### src/rtl/read_check_ecc_if.sv
// Read-path ECC checker bus: page data and stored-ECC inputs, per-chunk result outputs.
interface read_check_ecc_if;
   logic       start;
   logic [7:0] din;
   logic       din_valid;
   logic [7:0] ecc_in;
   logic       ecc_valid;
   logic       busy;
   logic       result_valid;
   logic [1:0] status;
   logic [6:0] err_byte;
   logic [2:0] err_bit;
   logic [5:0] chunk_idx;
   logic [6:0] corr_cnt;
   logic       uncorr;
   logic       page_done;

   // Driver side: flash IO / sequencer.
   modport master (
      output start, din, din_valid, ecc_in, ecc_valid,
      input  busy, result_valid, status, err_byte, err_bit, chunk_idx, corr_cnt, uncorr,
             page_done
   );

   // Checker side.
   modport slave (
      input  start, din, din_valid, ecc_in, ecc_valid,
      output busy, result_valid, status, err_byte, err_bit, chunk_idx, corr_cnt, uncorr,
             page_done
   );
endinterface

### src/rtl/read_check_ecc.sv
// Read-path ECC checker: recomputes the Hamming code of each 128-byte chunk, compares it
// with the 3 stored ECC bytes and classifies the chunk (clean / corrected / code error /
// uncorrectable), reporting the bad bit location for the read-buffer fix-up logic.
module read_check_ecc #(
   parameter int unsigned CHUNKS = 64
) (
   input logic            clk,
   input logic            rst,
   read_check_ecc_if.slave bus
);

   localparam logic [5:0] LastChunk = 6'(CHUNKS - 1);

   typedef enum logic [2:0] {
      StIdle,
      StData,
      StEcc0,
      StEcc1,
      StEcc2,
      StEval
   } state_e;

   state_e      state_q;
   logic [6:0]  byte_cnt_q;
   logic [5:0]  chunk_q;
   logic [13:0] rp_acc_q;
   logic [5:0]  cp_acc_q;
   logic [7:0]  rp_lo_q;
   logic [5:0]  rp_hi_q;

   logic        busy_q;
   logic        result_valid_q;
   logic [1:0]  status_q;
   logic [6:0]  err_byte_q;
   logic [2:0]  err_bit_q;
   logic [5:0]  chunk_idx_q;
   logic [6:0]  corr_cnt_q;
   logic        uncorr_q;
   logic        page_done_q;

   logic        parity;
   logic [13:0] rp_byte;
   logic [5:0]  cp_byte;

   logic [13:0] syn_rp;
   logic [5:0]  syn_cp;
   logic        pairs_ok;
   logic [1:0]  status_c;
   logic [6:0]  err_byte_c;
   logic [2:0]  err_bit_c;

   // The top two bits of the stored rp-high and cp bytes are constant padding.
   logic        unused_ecc_pad;
   assign unused_ecc_pad = ^bus.ecc_in[7:6];

   assign bus.busy         = busy_q;
   assign bus.result_valid = result_valid_q;
   assign bus.status       = status_q;
   assign bus.err_byte     = err_byte_q;
   assign bus.err_bit      = err_bit_q;
   assign bus.chunk_idx    = chunk_idx_q;
   assign bus.corr_cnt     = corr_cnt_q;
   assign bus.uncorr       = uncorr_q;
   assign bus.page_done    = page_done_q;

   // Per-byte code contribution: row parity steered by byte offset, column bits by bit index.
   always_comb begin
      parity  = ^bus.din;
      rp_byte = '0;
      cp_byte = '0;
      for (int k = 0; k < 7; k++) begin
         if (byte_cnt_q[k]) begin
            rp_byte[2*k+1] = parity;
         end else begin
            rp_byte[2*k] = parity;
         end
      end
      for (int b = 0; b < 8; b++) begin
         for (int k = 0; k < 3; k++) begin
            if (((b >> k) & 1) == 1) begin
               cp_byte[2*k+1] = cp_byte[2*k+1] ^ bus.din[b];
            end else begin
               cp_byte[2*k] = cp_byte[2*k] ^ bus.din[b];
            end
         end
      end
   end

   // Syndrome and classification; the cp byte is taken straight off the bus in ECC2.
   always_comb begin
      syn_rp     = rp_acc_q ^ {rp_hi_q, rp_lo_q};
      syn_cp     = cp_acc_q ^ bus.ecc_in[5:0];
      pairs_ok   = 1'b1;
      err_byte_c = '0;
      err_bit_c  = '0;
      for (int k = 0; k < 7; k++) begin
         if (syn_rp[2*k] == syn_rp[2*k+1]) pairs_ok = 1'b0;
         err_byte_c[k] = syn_rp[2*k+1];
      end
      for (int k = 0; k < 3; k++) begin
         if (syn_cp[2*k] == syn_cp[2*k+1]) pairs_ok = 1'b0;
         err_bit_c[k] = syn_cp[2*k+1];
      end
      if ((syn_rp == '0) && (syn_cp == '0)) begin
         status_c = 2'd0;
      end else if (pairs_ok) begin
         status_c = 2'd1;
      end else if ($countones({syn_rp, syn_cp}) == 1) begin
         status_c = 2'd2;
      end else begin
         status_c = 2'd3;
      end
      // Location is only meaningful for a correctable data bit.
      if (status_c != 2'd1) begin
         err_byte_c = '0;
         err_bit_c  = '0;
      end
   end

   // Chunk sequencing, code accumulation and registered result outputs.
   always_ff @(posedge clk or posedge rst) begin
      if (rst) begin
         state_q        <= StIdle;
         byte_cnt_q     <= '0;
         chunk_q        <= '0;
         rp_acc_q       <= '0;
         cp_acc_q       <= '0;
         rp_lo_q        <= '0;
         rp_hi_q        <= '0;
         busy_q         <= 1'b0;
         result_valid_q <= 1'b0;
         status_q       <= '0;
         err_byte_q     <= '0;
         err_bit_q      <= '0;
         chunk_idx_q    <= '0;
         corr_cnt_q     <= '0;
         uncorr_q       <= 1'b0;
         page_done_q    <= 1'b0;
      end else begin
         result_valid_q <= 1'b0;
         page_done_q    <= 1'b0;
         if (bus.start) begin
            // Start (also mid-page) drops any partial chunk without a result.
            state_q     <= StData;
            byte_cnt_q  <= '0;
            chunk_q     <= '0;
            rp_acc_q    <= '0;
            cp_acc_q    <= '0;
            busy_q      <= 1'b1;
            chunk_idx_q <= '0;
            corr_cnt_q  <= '0;
            uncorr_q    <= 1'b0;
         end else begin
            unique case (state_q)
               StIdle: ;
               StData: begin
                  if (bus.din_valid) begin
                     rp_acc_q   <= rp_acc_q ^ rp_byte;
                     cp_acc_q   <= cp_acc_q ^ cp_byte;
                     byte_cnt_q <= byte_cnt_q + 7'd1;
                     if (byte_cnt_q == 7'd127) state_q <= StEcc0;
                  end
               end
               StEcc0: begin
                  if (bus.ecc_valid) begin
                     rp_lo_q <= bus.ecc_in;
                     state_q <= StEcc1;
                  end
               end
               StEcc1: begin
                  if (bus.ecc_valid) begin
                     rp_hi_q <= bus.ecc_in[5:0];
                     state_q <= StEcc2;
                  end
               end
               StEcc2: begin
                  if (bus.ecc_valid) begin
                     result_valid_q <= 1'b1;
                     status_q       <= status_c;
                     err_byte_q     <= err_byte_c;
                     err_bit_q      <= err_bit_c;
                     chunk_idx_q    <= chunk_q;
                     if (((status_c == 2'd1) || (status_c == 2'd2)) && (corr_cnt_q != 7'd127)) begin
                        corr_cnt_q <= corr_cnt_q + 7'd1;
                     end
                     if (status_c == 2'd3) uncorr_q <= 1'b1;
                     if (chunk_q == LastChunk) begin
                        page_done_q <= 1'b1;
                        busy_q      <= 1'b0;
                     end
                     state_q <= StEval;
                  end
               end
               StEval: begin
                  rp_acc_q   <= '0;
                  cp_acc_q   <= '0;
                  byte_cnt_q <= '0;
                  if (chunk_q == LastChunk) begin
                     chunk_q <= '0;
                     state_q <= StIdle;
                  end else begin
                     chunk_q <= chunk_q + 6'd1;
                     state_q <= StData;
                  end
               end
               default: state_q <= StIdle;
            endcase
         end
      end
   end

endmodule

### src/flat_wrapper.sv
// flat-port wrapper written by rule: the top's interface ports become plain ports
module read_check_ecc_flat 
#(
   parameter int unsigned CHUNKS = 64
)
  (clk, rst, bus_start, bus_din, bus_din_valid, bus_ecc_in, bus_ecc_valid, bus_busy, bus_result_valid, bus_status, bus_err_byte, bus_err_bit, bus_chunk_idx, bus_corr_cnt, bus_uncorr, bus_page_done);
  read_check_ecc_if bus_i ();
  input logic clk;
  input logic rst;
  input wire logic [$bits(bus_i.start)-1:0] bus_start;
  input wire logic [$bits(bus_i.din)-1:0] bus_din;
  input wire logic [$bits(bus_i.din_valid)-1:0] bus_din_valid;
  input wire logic [$bits(bus_i.ecc_in)-1:0] bus_ecc_in;
  input wire logic [$bits(bus_i.ecc_valid)-1:0] bus_ecc_valid;
  output wire logic [$bits(bus_i.busy)-1:0] bus_busy;
  output wire logic [$bits(bus_i.result_valid)-1:0] bus_result_valid;
  output wire logic [$bits(bus_i.status)-1:0] bus_status;
  output wire logic [$bits(bus_i.err_byte)-1:0] bus_err_byte;
  output wire logic [$bits(bus_i.err_bit)-1:0] bus_err_bit;
  output wire logic [$bits(bus_i.chunk_idx)-1:0] bus_chunk_idx;
  output wire logic [$bits(bus_i.corr_cnt)-1:0] bus_corr_cnt;
  output wire logic [$bits(bus_i.uncorr)-1:0] bus_uncorr;
  output wire logic [$bits(bus_i.page_done)-1:0] bus_page_done;
  assign bus_i.start = bus_start;
  assign bus_i.din = bus_din;
  assign bus_i.din_valid = bus_din_valid;
  assign bus_i.ecc_in = bus_ecc_in;
  assign bus_i.ecc_valid = bus_ecc_valid;
  assign bus_busy = bus_i.busy;
  assign bus_result_valid = bus_i.result_valid;
  assign bus_status = bus_i.status;
  assign bus_err_byte = bus_i.err_byte;
  assign bus_err_bit = bus_i.err_bit;
  assign bus_chunk_idx = bus_i.chunk_idx;
  assign bus_corr_cnt = bus_i.corr_cnt;
  assign bus_uncorr = bus_i.uncorr;
  assign bus_page_done = bus_i.page_done;
  read_check_ecc #(.CHUNKS(CHUNKS)) u_core (.clk(clk), .rst(rst), .bus(bus_i));
endmodule
### config.mk
export PLATFORM = sky130hd
export DESIGN_NAME = read_check_ecc_flat
export DESIGN_NICKNAME = d
export VERILOG_FILES = /design/src/rtl/read_check_ecc_if.sv /design/src/rtl/read_check_ecc.sv /design/src/flat_wrapper.sv
export SDC_FILE = /design/constraint.sdc
export NUM_CORES = 1
export LEC_CHECK = 0
export CORE_ASPECT_RATIO = 0.9
export CORE_MARGIN = 2
export CORE_UTILIZATION = 59
export CTS_BUF_LIST = sky130_fd_sc_hd__clkbuf_4 sky130_fd_sc_hd__clkbuf_8
export DETAILED_ROUTE_END_ITERATION = 7
export DONT_BUFFER_PORTS = 1
export GPL_TIMING_DRIVEN = 0
export PLACE_DENSITY = 0.86
export SETUP_SLACK_MARGIN = 0.1
export SYNTH_ARGS = -nofsm -noshare
export SYNTH_HDL_FRONTEND = slang
export SYNTH_SLANG_ARGS = --single-unit
export TNS_END_PERCENT = 1
### constraint.sdc
create_clock -name clk -period 11 [get_ports clk]
set_clock_uncertainty 0.1 [all_clocks]
set_input_delay 1.1 -clock clk [delete_from_list [all_inputs] [get_ports clk]]
set_output_delay 1.1 -clock clk [all_outputs]
set_load 0.005 [all_outputs]
After elaboration in Yosys (flattened, before gate mapping). Cells that the tools add are included.

Output and inout port bits: 29. ROM bits: 0. Register bits after elaboration: 79. Input bits: 21. Logic and storage cells: 183. RAM bits: 0. Bits in latches: 0. Memories: 0.

Order comparisons: 0. Divide/modulo/power cells: 0. Bitwise logic cells: 22. Multipliers: 0. Equal/unequal tests: 29. Shifts and indexed selects: 0. Reductions and logical operators: 23. Add/subtract/negate cells: 22. Muxes and demuxes: 71.

Operator list (count): 32-bit adder (9); 7-bit 2-to-1 mux (7); 6-bit 2-to-1 mux (8); 1-bit 2-to-1 mux (41); 32-bit by 2-bit equality test with 1-bit output, second input constant (1); 14-bit 2-to-1 mux (2); 14-bit one-hot mux with 2 select lines (1); 14-bit bitwise XOR (2); 3-bit 2-to-1 mux (7); 1-bit by 1-bit adder with 2-bit output (10); 3-bit one-hot mux with 6 select lines (1); 3-bit AND reduction (6); 1-bit bitwise XOR (17); 7-bit by 1-bit adder with 7-bit output, second input constant (2); 14-bit zero test (1); 7-bit one-hot mux with 2 select lines (1); 3-bit inequality test, second input constant (4); 6-bit one-hot mux with 2 select lines (1); 2-bit nonzero test (6); 6-bit bitwise XOR (2); 1-bit equality test (10); 8-bit parity (1); 7-bit equality test, second input constant (1); 7-bit inequality test, second input constant (1); other kinds (19) (25).

Logic depth before layout (Yosys ltp). Gate-level depths: netlist of run 1.

Word-level depth: 21. Gate-level depth with buffers: 23. Mapped depth without buffers: 23.

Worst setup path before layout of run 1. No wires, ideal clock.

Path kind: input to register. Start: input bus_ecc_in[5]. End: register u_core.corr_cnt_q[4], in the netlist u_core.bus.corr_cnt[4]. Setup slack: 5101 ps. Stages on the path: 17. Buffers on the path: 0. Data required time: 10768 ps. Arrival time: 5667 ps. Library setup time: 132 ps. Cells stage by stage: xor2_1 > inv_1 > ha_1 > fa_1 > inv_1 > fa_1 > fa_1 > inv_1 > fa_1 > or4b_1 > nor4b_1 > nor2_1 > ha_1 > a311oi_1 > nand2_1 > xor2_1 > nor2_1.

Cells in the longest elaborated chain, start to end: 15. Elaborated cells between the ends (all ways): 20. Those cells by class: 5 x add/sub; 4 x eq/ne; 4 x mux; 1 x bitwise; 6 x reduce/logical.

Ends and longest elaborated chain: start: declaration (line flat_wrapper.sv:13) `input wire logic [$bits(bus_i.ecc_in)-1:0] bus_ecc_in;`; 6-bit bitwise XOR (*) (line read_check_ecc.sv:92) `syn_cp = cp_acc_q ^ bus.ecc_in[5:0];`; 1-bit by 1-bit adder with 2-bit output (implied by the code) (line read_check_ecc.sv:108) `end else if ($countones({syn_rp, syn_cp}) == 1) begin`; 32-bit adder (implied by the code) (4 in a row) (line read_check_ecc.sv:108); 32-bit by 2-bit equality test with 1-bit output (line read_check_ecc.sv:108); 1-bit 2-to-1 mux (line read_check_ecc.sv:108); 2-bit 2-to-1 mux (line read_check_ecc.sv:106) `end else if (pairs_ok) begin`; 2-bit 2-to-1 mux (*) (line read_check_ecc.sv:104) `if ((syn_rp == '0) && (syn_cp == '0)) begin`; named net u_core.status_c[0] (line read_check_ecc.sv:48) `logic [1:0] status_c;`; 2-bit by 1-bit equality test with 1-bit output or 2-bit equality test (tied branches) (line read_check_ecc.sv:183) `if (((status_c == 2'd1) || (status_c == 2'd2)) && (corr_cnt_q != 7'd127)) begin`; 1-bit logical OR (*) (line read_check_ecc.sv:183); 1-bit logical AND (*) (line read_check_ecc.sv:183); 2-bit nonzero test (no line) (*); 3-bit AND reduction (no line) (*); end signal: assignment (line read_check_ecc.sv:184) `corr_cnt_q <= corr_cnt_q + 7'd1;`; end: declaration (line read_check_ecc.sv:37) `logic [6:0] corr_cnt_q;`.

The timed path passes the listed nets; every way through them passes the cells marked *. A chain may end at the register's enable or synchronous reset.

Worst setup path after layout of run 1.
Start: register u_core.rp_acc_q[10]. End: register u_core.corr_cnt_q[4], in the netlist u_core.bus.corr_cnt[4].

Cells in the longest elaborated chain, start to end: 14. Elaborated cells between the ends (all ways): 22. Those cells by class: 3 x add/sub; 4 x eq/ne; 8 x mux; 1 x bitwise; 6 x reduce/logical.

Ends and longest elaborated chain: start: declaration (line read_check_ecc.sv:26) `logic [13:0] rp_acc_q;`; start signal: assignment (line read_check_ecc.sv:158) `rp_acc_q <= rp_acc_q ^ rp_byte;`; 14-bit bitwise XOR (*) (line read_check_ecc.sv:91) `syn_rp = rp_acc_q ^ {rp_hi_q, rp_lo_q};`; branches (longest 7 deep; another with 32-bit adder); 2-bit 2-to-1 mux (*) (line read_check_ecc.sv:104); named net u_core.status_c[0] (line read_check_ecc.sv:48); 2-bit by 1-bit equality test with 1-bit output or 2-bit equality test (tied branches) (line read_check_ecc.sv:183); 1-bit logical OR (*) (line read_check_ecc.sv:183); 1-bit logical AND (*) (line read_check_ecc.sv:183); 2-bit nonzero test (no line) (*); 3-bit AND reduction (no line) (*).

Mark *: on every way through the listed nets, which the timed path passes.

==> impl_metrics.csv, run 1 <==
group,metric,value,unit
cts,insertion_delay_to_the_later_sink_of_the_worst_skew_pair,0.36,ns
sta,final.min_clock_period,6.507,ns
pwr,power.density,184.5,mW/mm^2
sta,worstMarginPinSlew,0.7253,ns
cts,ctsRootBufferMaster,"sky130_fd_sc_hd__clkbuf_8",
sta,final_max_slew_viol_count,0,
cts,cts_hold_buffers,0,
sta,finalCritPeriodShare,59.16,%
placement,dp_worst_setup_slack,4.251,ns
worst_setup_path,crit_arrival,6.63,ns
finish,mostFrequentLayoutCells,"sky130_fd_sc_hd__dfrtp_1, sky130_fd_sc_hd__nand2_1, sky130_fd_sc_hd__inv_1",
cts,cts.reportedPaths.clkPinSlew,0.09,ns
global_route,antenna_violations_before_repair,0,
sta,maxClockFrequency,153.7,MHz
global_route,grt.overflow.total,0,
global_route,via_count_of_the_first_global_routing_pass,3525,
route,drt_iter0_drc,277,
cts,cts.repair.resized,0,
route,wl_per_cell,17.22,um
die,die_y,88.51,um
placement,dp_hpwl,7.658,mm
die,die_width,97.90,um
global_route,grt_usage,25.17,%
logic_synthesis,synthDistinctLibCells,47,
global_route,grt_first_pass_wirelength,17.20,mm
cts,cts_inserted_buffers,9,
cts,cts_tree,"built",
worst_setup_path,worstSetupEndpointType,"flip-flop",
finish,final_common_cell,"sky130_fd_sc_hd__dfrtp_1",
logic_synthesis,post_synthesis_instance_total,482,
pwr,total_power,938.8,uW
cts,clock_path_buffers,2,
sta,hold_viol_final,0,
cts,post_cts_buffers,0,
worst_hold_path,hold_class,"flip-flop to flip-flop",
worst_setup_path,crit_fanout,4,
logic_synthesis,ff_latch_count_synth,79,
route,drt-total-wl,10.24,mm
die,floorplan.core_area,0.007620,sq mm
route,post_drt_via_cell_ratio,5.872,
pwr,leakagePower,2.430,nW
logic_synthesis,synth-seq-area-share,42.22,%
finish,layout.nets,558,
logic_synthesis,synth.net_count,546,
global_route,maximum_number_of_pins_on_one_net_before_global_route_repair,67,
sta,accumulated_negative_setup_slack,0,ns
placement,gp_congestion,0.8839,
finish,layout-area-overhead-vs-synth,8.658,%
cts,cts.sinks,79,
finish,antenna_diode_instance_count,0,
sta,postLayoutSetupSlackWorst,4.493,ns
sta,unrepaired_setup_endpoints_after_global_routing,"false",
die,initial_core_util,61.44,%
route,detail_route.first_pass.iterations,5,
logic_synthesis,netlist_area,0.004682,sq mm
sta,maxSlewHeadroom,51.32,%
route,remaining_drc_errors,0,
run_status,run_status,"completed",
logic_synthesis,synth_warnings,0,
die,fp.dieArea,0.008665,sq mm
pwr,vdd_drop_max,100.2,uV
worst_setup_path,critical_path_startpoint_category,"flip-flop",
worst_setup_path,worstSetupPathType,"flip-flop to flip-flop",
cts,cts-htree-levels,3,
finish,num-fill-cells,586,
route,postRouteAntennaNets,0,
route,vias,3494,
die,placement_rows,30,
finish,drive_gt1_share,6.613,%
worst_setup_path,critical_path_required,11.13,ns
logic_synthesis,post_syn_area_per_cell,9.714,sq um
sta,timing.final.setup_violations,0,
job,max-cap-violations,0,
die,num_io_pins,50,
placement,port_buffers,0,
## Yosys cell counts (all sizes together)
library cell / n / area (sq um)
mux2i: 2 / 20.02
nor2b: 2 / 12.51
o21ai: 22 / 110.1
ha: 29 / 362.9
nand3: 16 / 80.08
and2: 2 / 12.51
or4: 5 / 37.54
a2bb2oi: 1 / 8.760
nor3: 5 / 25.02
o211ai: 1 / 7.510
xor2: 24 / 210.2
and3b: 1 / 8.760
a31oi: 3 / 18.77
nor2: 25 / 93.84
or3: 16 / 100.1
nand4bb: 1 / 11.26
a21oi: 33 / 165.2
nor3b: 2 / 15.01
o31ai: 8 / 60.06
or2: 1 / 6.260
clkbuf: 15 / 56.30
a311oi: 1 / 8.760
nand4b: 2 / 17.52
nand2: 60 / 225.2
a22o: 1 / 8.760
mux2: 15 / 168.9
and3: 4 / 25.02
nor4b: 2 / 32.53
or4b: 1 / 10.01
inv: 48 / 180.2
nand2b: 2 / 12.51
xnor2: 22 / 192.7
o21bai: 1 / 7.510
nand4: 6 / 37.54
nor4: 1 / 6.260
dfrtp: 79 / 1977
o21ba: 1 / 10.01
a21o: 1 / 7.510
buf: 4 / 28.78
fa: 14 / 280.3
nand3b: 3 / 22.52
## critical path: stages (launching register included)
cell	delay, ns
sky130_fd_sc_hd__dfrtp_1	0.44
sky130_fd_sc_hd__xnor2_1	0.24
sky130_fd_sc_hd__inv_1	0.07
sky130_fd_sc_hd__ha_1	0.23
sky130_fd_sc_hd__fa_1	0.51
sky130_fd_sc_hd__inv_1	0.06
sky130_fd_sc_hd__fa_1	0.51
sky130_fd_sc_hd__fa_1	0.52
sky130_fd_sc_hd__fa_1	0.55
sky130_fd_sc_hd__inv_1	0.07
sky130_fd_sc_hd__fa_1	0.47
sky130_fd_sc_hd__or4b_1	0.51
sky130_fd_sc_hd__nor4b_1	0.53
sky130_fd_sc_hd__nor2_1	0.13
sky130_fd_sc_hd__ha_1	0.40
sky130_fd_sc_hd__a311oi_1	0.65
sky130_fd_sc_hd__nand2_1	0.15
sky130_fd_sc_hd__xor2_1	0.16
sky130_fd_sc_hd__nor2_1	0.06
## report_power, final
| part | internal [mW] | total [mW] | switching, mW |
|---|---|---|---|
| Clock | 0.163 | 0.272 | 0.109 |
| Sequential | 0.302 | 0.318 | 0.0155 |
| Combinational | 0.149 | 0.349 | 0.200 |
## state kept, by name, indices dropped and copies added (netlist names), 6 cells and up
signal and count:
u_core.bus.chunk_idx 6, u_core.bus.corr_cnt 7, u_core.byte_cnt_q 7, u_core.rp_lo_q 8, u_core.bus.err_byte 7, u_core.rp_hi_q 6
u_core.chunk_q 6, u_core.rp_acc_q 14, u_core.cp_acc_q 6
## layout make-up
| class | count | area (sq um) | share of cell area (%) |
|---|---|---|---|
| buffer | 19 | 85.08 | 1.672 |
| inverter | 48 | 182.7 | 3.591 |
| sequential | 79 | 1977 | 38.86 |
| clock buffer | 11 | 151.4 | 2.976 |
| multi-input combinational | 336 | 2440 | 47.96 |
| timing repair buffer | 1 | 27.53 | 0.5411 |
| tap | 96 | 120.1 | 2.361 |
| clock inverter | 5 | 103.9 | 2.041 |
## final timing paths
path                                                           end                               from  depth (start not counted)  slack (ns)
worst max-delay path            u_core.bus.corr_cnt[4]$_DFFE_PP0P_    u_core.rp_acc_q[10]$_DFFE_PP0P_                         18        4.49
worst min-delay path             u_core.bus.err_bit[0]$_DFFE_PP0P_  u_core.bus.err_bit[0]$_DFFE_PP0P_                          2        0.40
worst max register to register  u_core.bus.corr_cnt[4]$_DFFE_PP0P_    u_core.rp_acc_q[10]$_DFFE_PP0P_                         18        4.49
worst min register to register   u_core.bus.err_bit[0]$_DFFE_PP0P_  u_core.bus.err_bit[0]$_DFFE_PP0P_                          2        0.40
max in group asynchronous            u_core.rp_hi_q[0]$_DFFE_PP0P_                                rst                          2        9.83
min in group asynchronous       u_core.bus.err_byte[1]$_DFFE_PP0P_                                rst                          1        0.42
## cells by family after synthesis
kind of cell / share of synthesized area, %
xor+xnor: 8.605
mux: 4.035
simple gates: 16.92
fa+ha+maj: 13.74
flops: 42.22
buf+inv: 5.666
compound gates: 8.819
## through the flow
stage	utilization (%)	instance area (sq um)	hold WS (ns)	std cells
2_1_floorplan	-	4682	0.3628	482
3_3_place_gp	63.02	4802	0.3804	578
3_5_place_dp	63.42	4832	0.3869	579
4_1_cts	66.77	5087	0.4049	595
5_1_grt	66.77	5087	0.4160	595
6_report	66.77	5087	0.4004	595
## routing by layer
layer	routed length, um	GRT usage, %
met4	114	5.808
met1	4526	33.26
met3	521	6.556
met2	5080	42.47
met5	0	0
Power figures use the tool's default switching activity.
==> inputs of run 2 (changes only) <==
--- a/config.mk
+++ b/config.mk
@@ -5,6 +5,7 @@
 export SDC_FILE = /design/constraint.sdc
 export NUM_CORES = 1
 export LEC_CHECK = 0
+export ABC_AREA = 1
 export CORE_ASPECT_RATIO = 0.9
 export CORE_MARGIN = 2
 export CORE_UTILIZATION = 59
==> constraint.sdc (replaced) <==
create_clock -name clk -period 6.3 [get_ports clk]
set_clock_uncertainty 0.1 [all_clocks]
set_input_delay 0.63 -clock clk [delete_from_list [all_inputs] [get_ports clk]]
set_output_delay 0.63 -clock clk [all_outputs]
set_load 0.005 [all_outputs]
==> run 2 against run 1 <==
Net effect:
- final area rose by 6.9%
- power rose by 56%
- via count rose by 16%
- non-clock buffer count fell by 4
- core utilization fell by 2.4 points
- global-route usage fell by 0.15 points
- flip-flop and latch count did not move
- synthesized area rose by 8.1%
- worst hold slack got worse by 0.16 ns
- critical path depth rose by 4
- routed wire length rose by 7.4%
- first-iteration DRC count fell by 14%
- largest cell class unchanged
==> impl_metrics.csv, run 2 <==
group,metric,value,unit
run_status,run_status,"completed",
route,drt-total-wl,11.00,mm
finish,layout-area-overhead-vs-synth,7.441,%
finish,multiInputGateArea,0.002502,sq mm
finish,largest_register,"u_core.rp_acc_q",
logic_synthesis,synthDistinctLibCells,41,
route,drt_iter0_drc,237,
logic_synthesis,synth_warnings,0,
route,post_drt_via_cell_ratio,5.398,
route,met3_length,599,um
finish,layout.nets,688,
route,remaining_drc_errors,0,
logic_synthesis,ff_latch_count_synth,79,
finish,largest_registers,"u_core.rp_acc_q (14), u_core.rp_lo_q (8)",
cts,cts.reportedPaths.clkPinSlew,0.10,ns
cts,post_cts_buffers,0,
logic_synthesis,synth-seq-area-share,39.06,%
worst_setup_path,reg2reg_from,"u_core.rp_acc_q[13]$_DFFE_PP0P_",
finish,area.sequential,0.001977,sq mm
route,vias,4038,
placement,port_buffers,0,
finish,largest_reg_flops,14,
worst_hold_path,hold_class,"input port to flip-flop",
worst_hold_path,startpoint_of_the_tightest_hold_check_path,"bus_start",
global_route,grt_first_pass_wirelength,18.40,mm
route,postRouteAntennaNets,0,
logic_synthesis,synth_area_leader_cell,"sky130_fd_sc_hd__dfrtp_1",
pwr,leakagePower,2.768,nW
job,max-cap-violations,0,
sta,maxClockFrequency,177.9,MHz
route,routed.top_layer,"met4",
logic_synthesis,post_synthesis_instance_total,611,
logic_synthesis,synth_flop_cell,"sky130_fd_sc_hd__dfrtp_1",
logic_synthesis,synth_compound_area_share,8.158,%
pwr,power.density,270.0,mW/mm^2
cts,cts.repair.resized,0,
cts,insertion_delay_to_the_later_sink_of_the_worst_skew_pair,0.37,ns
sta,maxSlewHeadroom,70.60,%
placement,dp_hpwl,8.488,mm
logic_synthesis,synth.net_count,675,
route,dr_wl_met2,5.379,mm
route,m1WireLength,4.850,mm
cts,cts_tree,"built",
finish,num-fill-cells,655,
placement,gp_congestion,0.9004,
worst_setup_path,worstSetupPathType,"flip-flop to flip-flop",
placement,dpl_cell_area,0.005240,sq mm
logic_synthesis,synth_area_in_xor_xnor,5.192,%
sta,accumulated_negative_setup_slack,0,ns
worst_setup_path,crit_arrival,5.79,ns
sta,worstMarginPinSlew,0.4378,ns
finish,final_common_cell,"sky130_fd_sc_hd__nand2_1",
logic_synthesis,synth-simple-area-share,22.94,%
finish,final_design_area_no_fill,0.005438,sq mm
cts,cts.sinks,79,
worst_setup_path,worstSetupEndpointType,"flip-flop",
cts,cts_hold_buffers,1,
logic_synthesis,synth_commonest_cells,"sky130_fd_sc_hd__nand2_1, sky130_fd_sc_hd__inv_1, sky130_fd_sc_hd__dfrtp_1, sky130_fd_sc_hd__nor2_1, sky130_fd_sc_hd__ha_1",
worst_setup_path,crit_fanout,6,
die,die_y,91.87,um
logic_synthesis,post-synth-top-area-fraction,39.06,%
cts,ctsRootBufferMaster,"sky130_fd_sc_hd__clkbuf_8",
worst_setup_path,critical_path_startpoint_category,"flip-flop",
sta,unrepaired_setup_endpoints_after_global_routing,"false",
global_route,via_count_of_the_first_global_routing_pass,3952,
global_route,maximum_number_of_pins_on_one_net_before_global_route_repair,68,
die,placement_rows,32,
finish,drive_gt1_share,10.97,%
logic_synthesis,yosys.cell_count.top_type,"sky130_fd_sc_hd__nand2_1",
logic_synthesis,synth_enable_flop_cells,0,
die,fp.dieArea,0.009336,sq mm
die,floorplan.core_area,0.008448,sq mm
global_route,grt.overflow.total,0,
die,num_io_pins,50,
logic_synthesis,post_synth_mux_area_share,0.4450,%
worst_setup_path,critical_path_required,6.47,ns
finish,mostFrequentLayoutCells,"sky130_fd_sc_hd__nand2_1, sky130_fd_sc_hd__inv_1, sky130_fd_sc_hd__dfrtp_1",
die,die_width,101.6,um
sta,final.min_clock_period,5.621,ns
cts,cts_inserted_buffers,9,
logic_synthesis,netlist_area,0.005061,sq mm
logic_synthesis,dominant_combinational_cell_family_by_area_after_synthesis,"simple AND/OR/NAND/NOR gates",
cts,clock_path_buffers,2,
global_route,antenna_violations_before_repair,0,
global_route,grt_usage,25.02,%
logic_synthesis,post_syn_area_per_cell,8.283,sq um
worst_setup_path,launch_point_of_the_worst_path,"u_core.rp_acc_q[13]$_DFFE_PP0P_",
cts,cts-htree-levels,3,
logic_synthesis,ys_async_sr_fraction,100.0,%
route,detail_route.first_pass.iterations,5,
die,initial_core_util,59.91,%
pwr,vdd_drop_max,144.4,uV
logic_synthesis,synthAdderAreaFrac,12.71,%
sta,finalCritPeriodShare,89.23,%
route,wl_per_cell,14.70,um
sta,final_max_slew_viol_count,0,
sta,hold_viol_final,0,
sta,timing.final.setup_violations,0,
logic_synthesis,post_synth_main_area_contributors,"sky130_fd_sc_hd__dfrtp_1, sky130_fd_sc_hd__nand2_1, sky130_fd_sc_hd__inv_1",
finish,antenna_diode_instance_count,0,
## run 2: changes by cell type in the layout (fill, tap and decap cells not counted), moves of 13 or more
cell | before | now
sky130_fd_sc_hd__xor2_1 | 24 | 9
sky130_fd_sc_hd__or3_1 | 16 | 1
sky130_fd_sc_hd__inv_1 | 45 | 111
sky130_fd_sc_hd__clkbuf_1 | 15 | 0
sky130_fd_sc_hd__nand4_1 | 6 | 20
sky130_fd_sc_hd__o21ai_0 | 10 | 28
sky130_fd_sc_hd__a21oi_1 | 33 | 20
sky130_fd_sc_hd__nand2_1 | 60 | 123
sky130_fd_sc_hd__nor2_1 | 25 | 41
## run 2: logic make-up after synthesis
group,after synthesis
buffers and inverters,138
adders and majority gates,43
AOI/OAI and AO/OA,72
xor gates and xnor gates,30
and+or+nand+nor,247
muxes,2
DFF,79
## run 2: metrics by stage
step	hold WS [ns]	instances	utilization [%]	power, mW	worst slack [ns]
CTS	0.2401	748	64.37	1.472	0.6855
detailed placement	0.3278	731	62.03	1.114	0.6894
global placement	0.3693	730	61.67	1.076	0.8257
finish	0.2441	748	64.37	1.468	0.6785
floorplan	0.3520	611	-	0.9778	1.237
global route	0.2321	748	64.37	1.584	0.2564
## run 2: path summary, 6_finish.rpt
kind / to / slack (ns) / cells past startpoint
min in group asynchronous: u_core.bus.err_byte[4]$_DFFE_PP0P_ / 0.56 / 2
worst min register to register: u_core.cp_acc_q[2]$_DFFE_PP0P_ / 0.41 / 1
max in group asynchronous: u_core.cp_acc_q[3]$_DFFE_PP0P_ / 4.98 / 3
worst min-delay path: u_core.bus.result_valid$_DFF_PP0_ / 0.24 / 1
worst max register to register: u_core.bus.corr_cnt[3]$_DFFE_PP0P_ / 0.68 / 22
worst max-delay path: u_core.bus.corr_cnt[3]$_DFFE_PP0P_ / 0.68 / 22
## run 2: layout make-up
| type | instances | area share, % |
|---|---|---|
| sequential | 79 | 36.36 |
| multi-input combinational | 394 | 46.02 |
| clock buffer | 9 | 2.278 |
| tap | 119 | 2.738 |
| timing repair buffer | 2 | 0.6903 |
| buffer | 14 | 2.048 |
| clock inverter | 7 | 1.173 |
| inverter | 124 | 8.698 |
## run 2: worst max-delay path, stage by stage (launching register included)
cell and delay [ns]:
sky130_fd_sc_hd__dfrtp_1 0.44, sky130_fd_sc_hd__xnor2_1 0.37, sky130_fd_sc_hd__inv_1 0.09, sky130_fd_sc_hd__ha_1 0.31
sky130_fd_sc_hd__inv_1 0.06, sky130_fd_sc_hd__fa_1 0.46, sky130_fd_sc_hd__fa_1 0.50, sky130_fd_sc_hd__fa_1 0.53
sky130_fd_sc_hd__fa_1 0.56, sky130_fd_sc_hd__inv_1 0.07, sky130_fd_sc_hd__fa_1 0.44, sky130_fd_sc_hd__nand2_1 0.09
sky130_fd_sc_hd__nand3b_1 0.07, sky130_fd_sc_hd__nor4_1 0.18, sky130_fd_sc_hd__nand3_1 0.15, sky130_fd_sc_hd__and2_1 0.19
sky130_fd_sc_hd__ha_1 0.34, sky130_fd_sc_hd__nor2_4 0.16, sky130_fd_sc_hd__nand2_2 0.09, sky130_fd_sc_hd__nand2_2 0.11
sky130_fd_sc_hd__nand2_1 0.06, sky130_fd_sc_hd__o21ai_1 0.12, sky130_fd_sc_hd__nor2_1 0.05
## run 2: report_power, final
group | leakage, nW | internal [mW] | switching (mW)
Combinational | 1.60 | 0.225 | 0.328
Sequential | 1.08 | 0.528 | 0.0267
Clock | 0.0899 | 0.151 | 0.209
Total | 2.77 | 0.904 | 0.564
## run 2: routing by layer
metal / up-vias / track usage (%)
met2: 139 / 40.08
li1: 1944 / -
met3: 15 / 5.412
met4: 0 / 8.333
met5: - / 0
met1: 1940 / 33.63
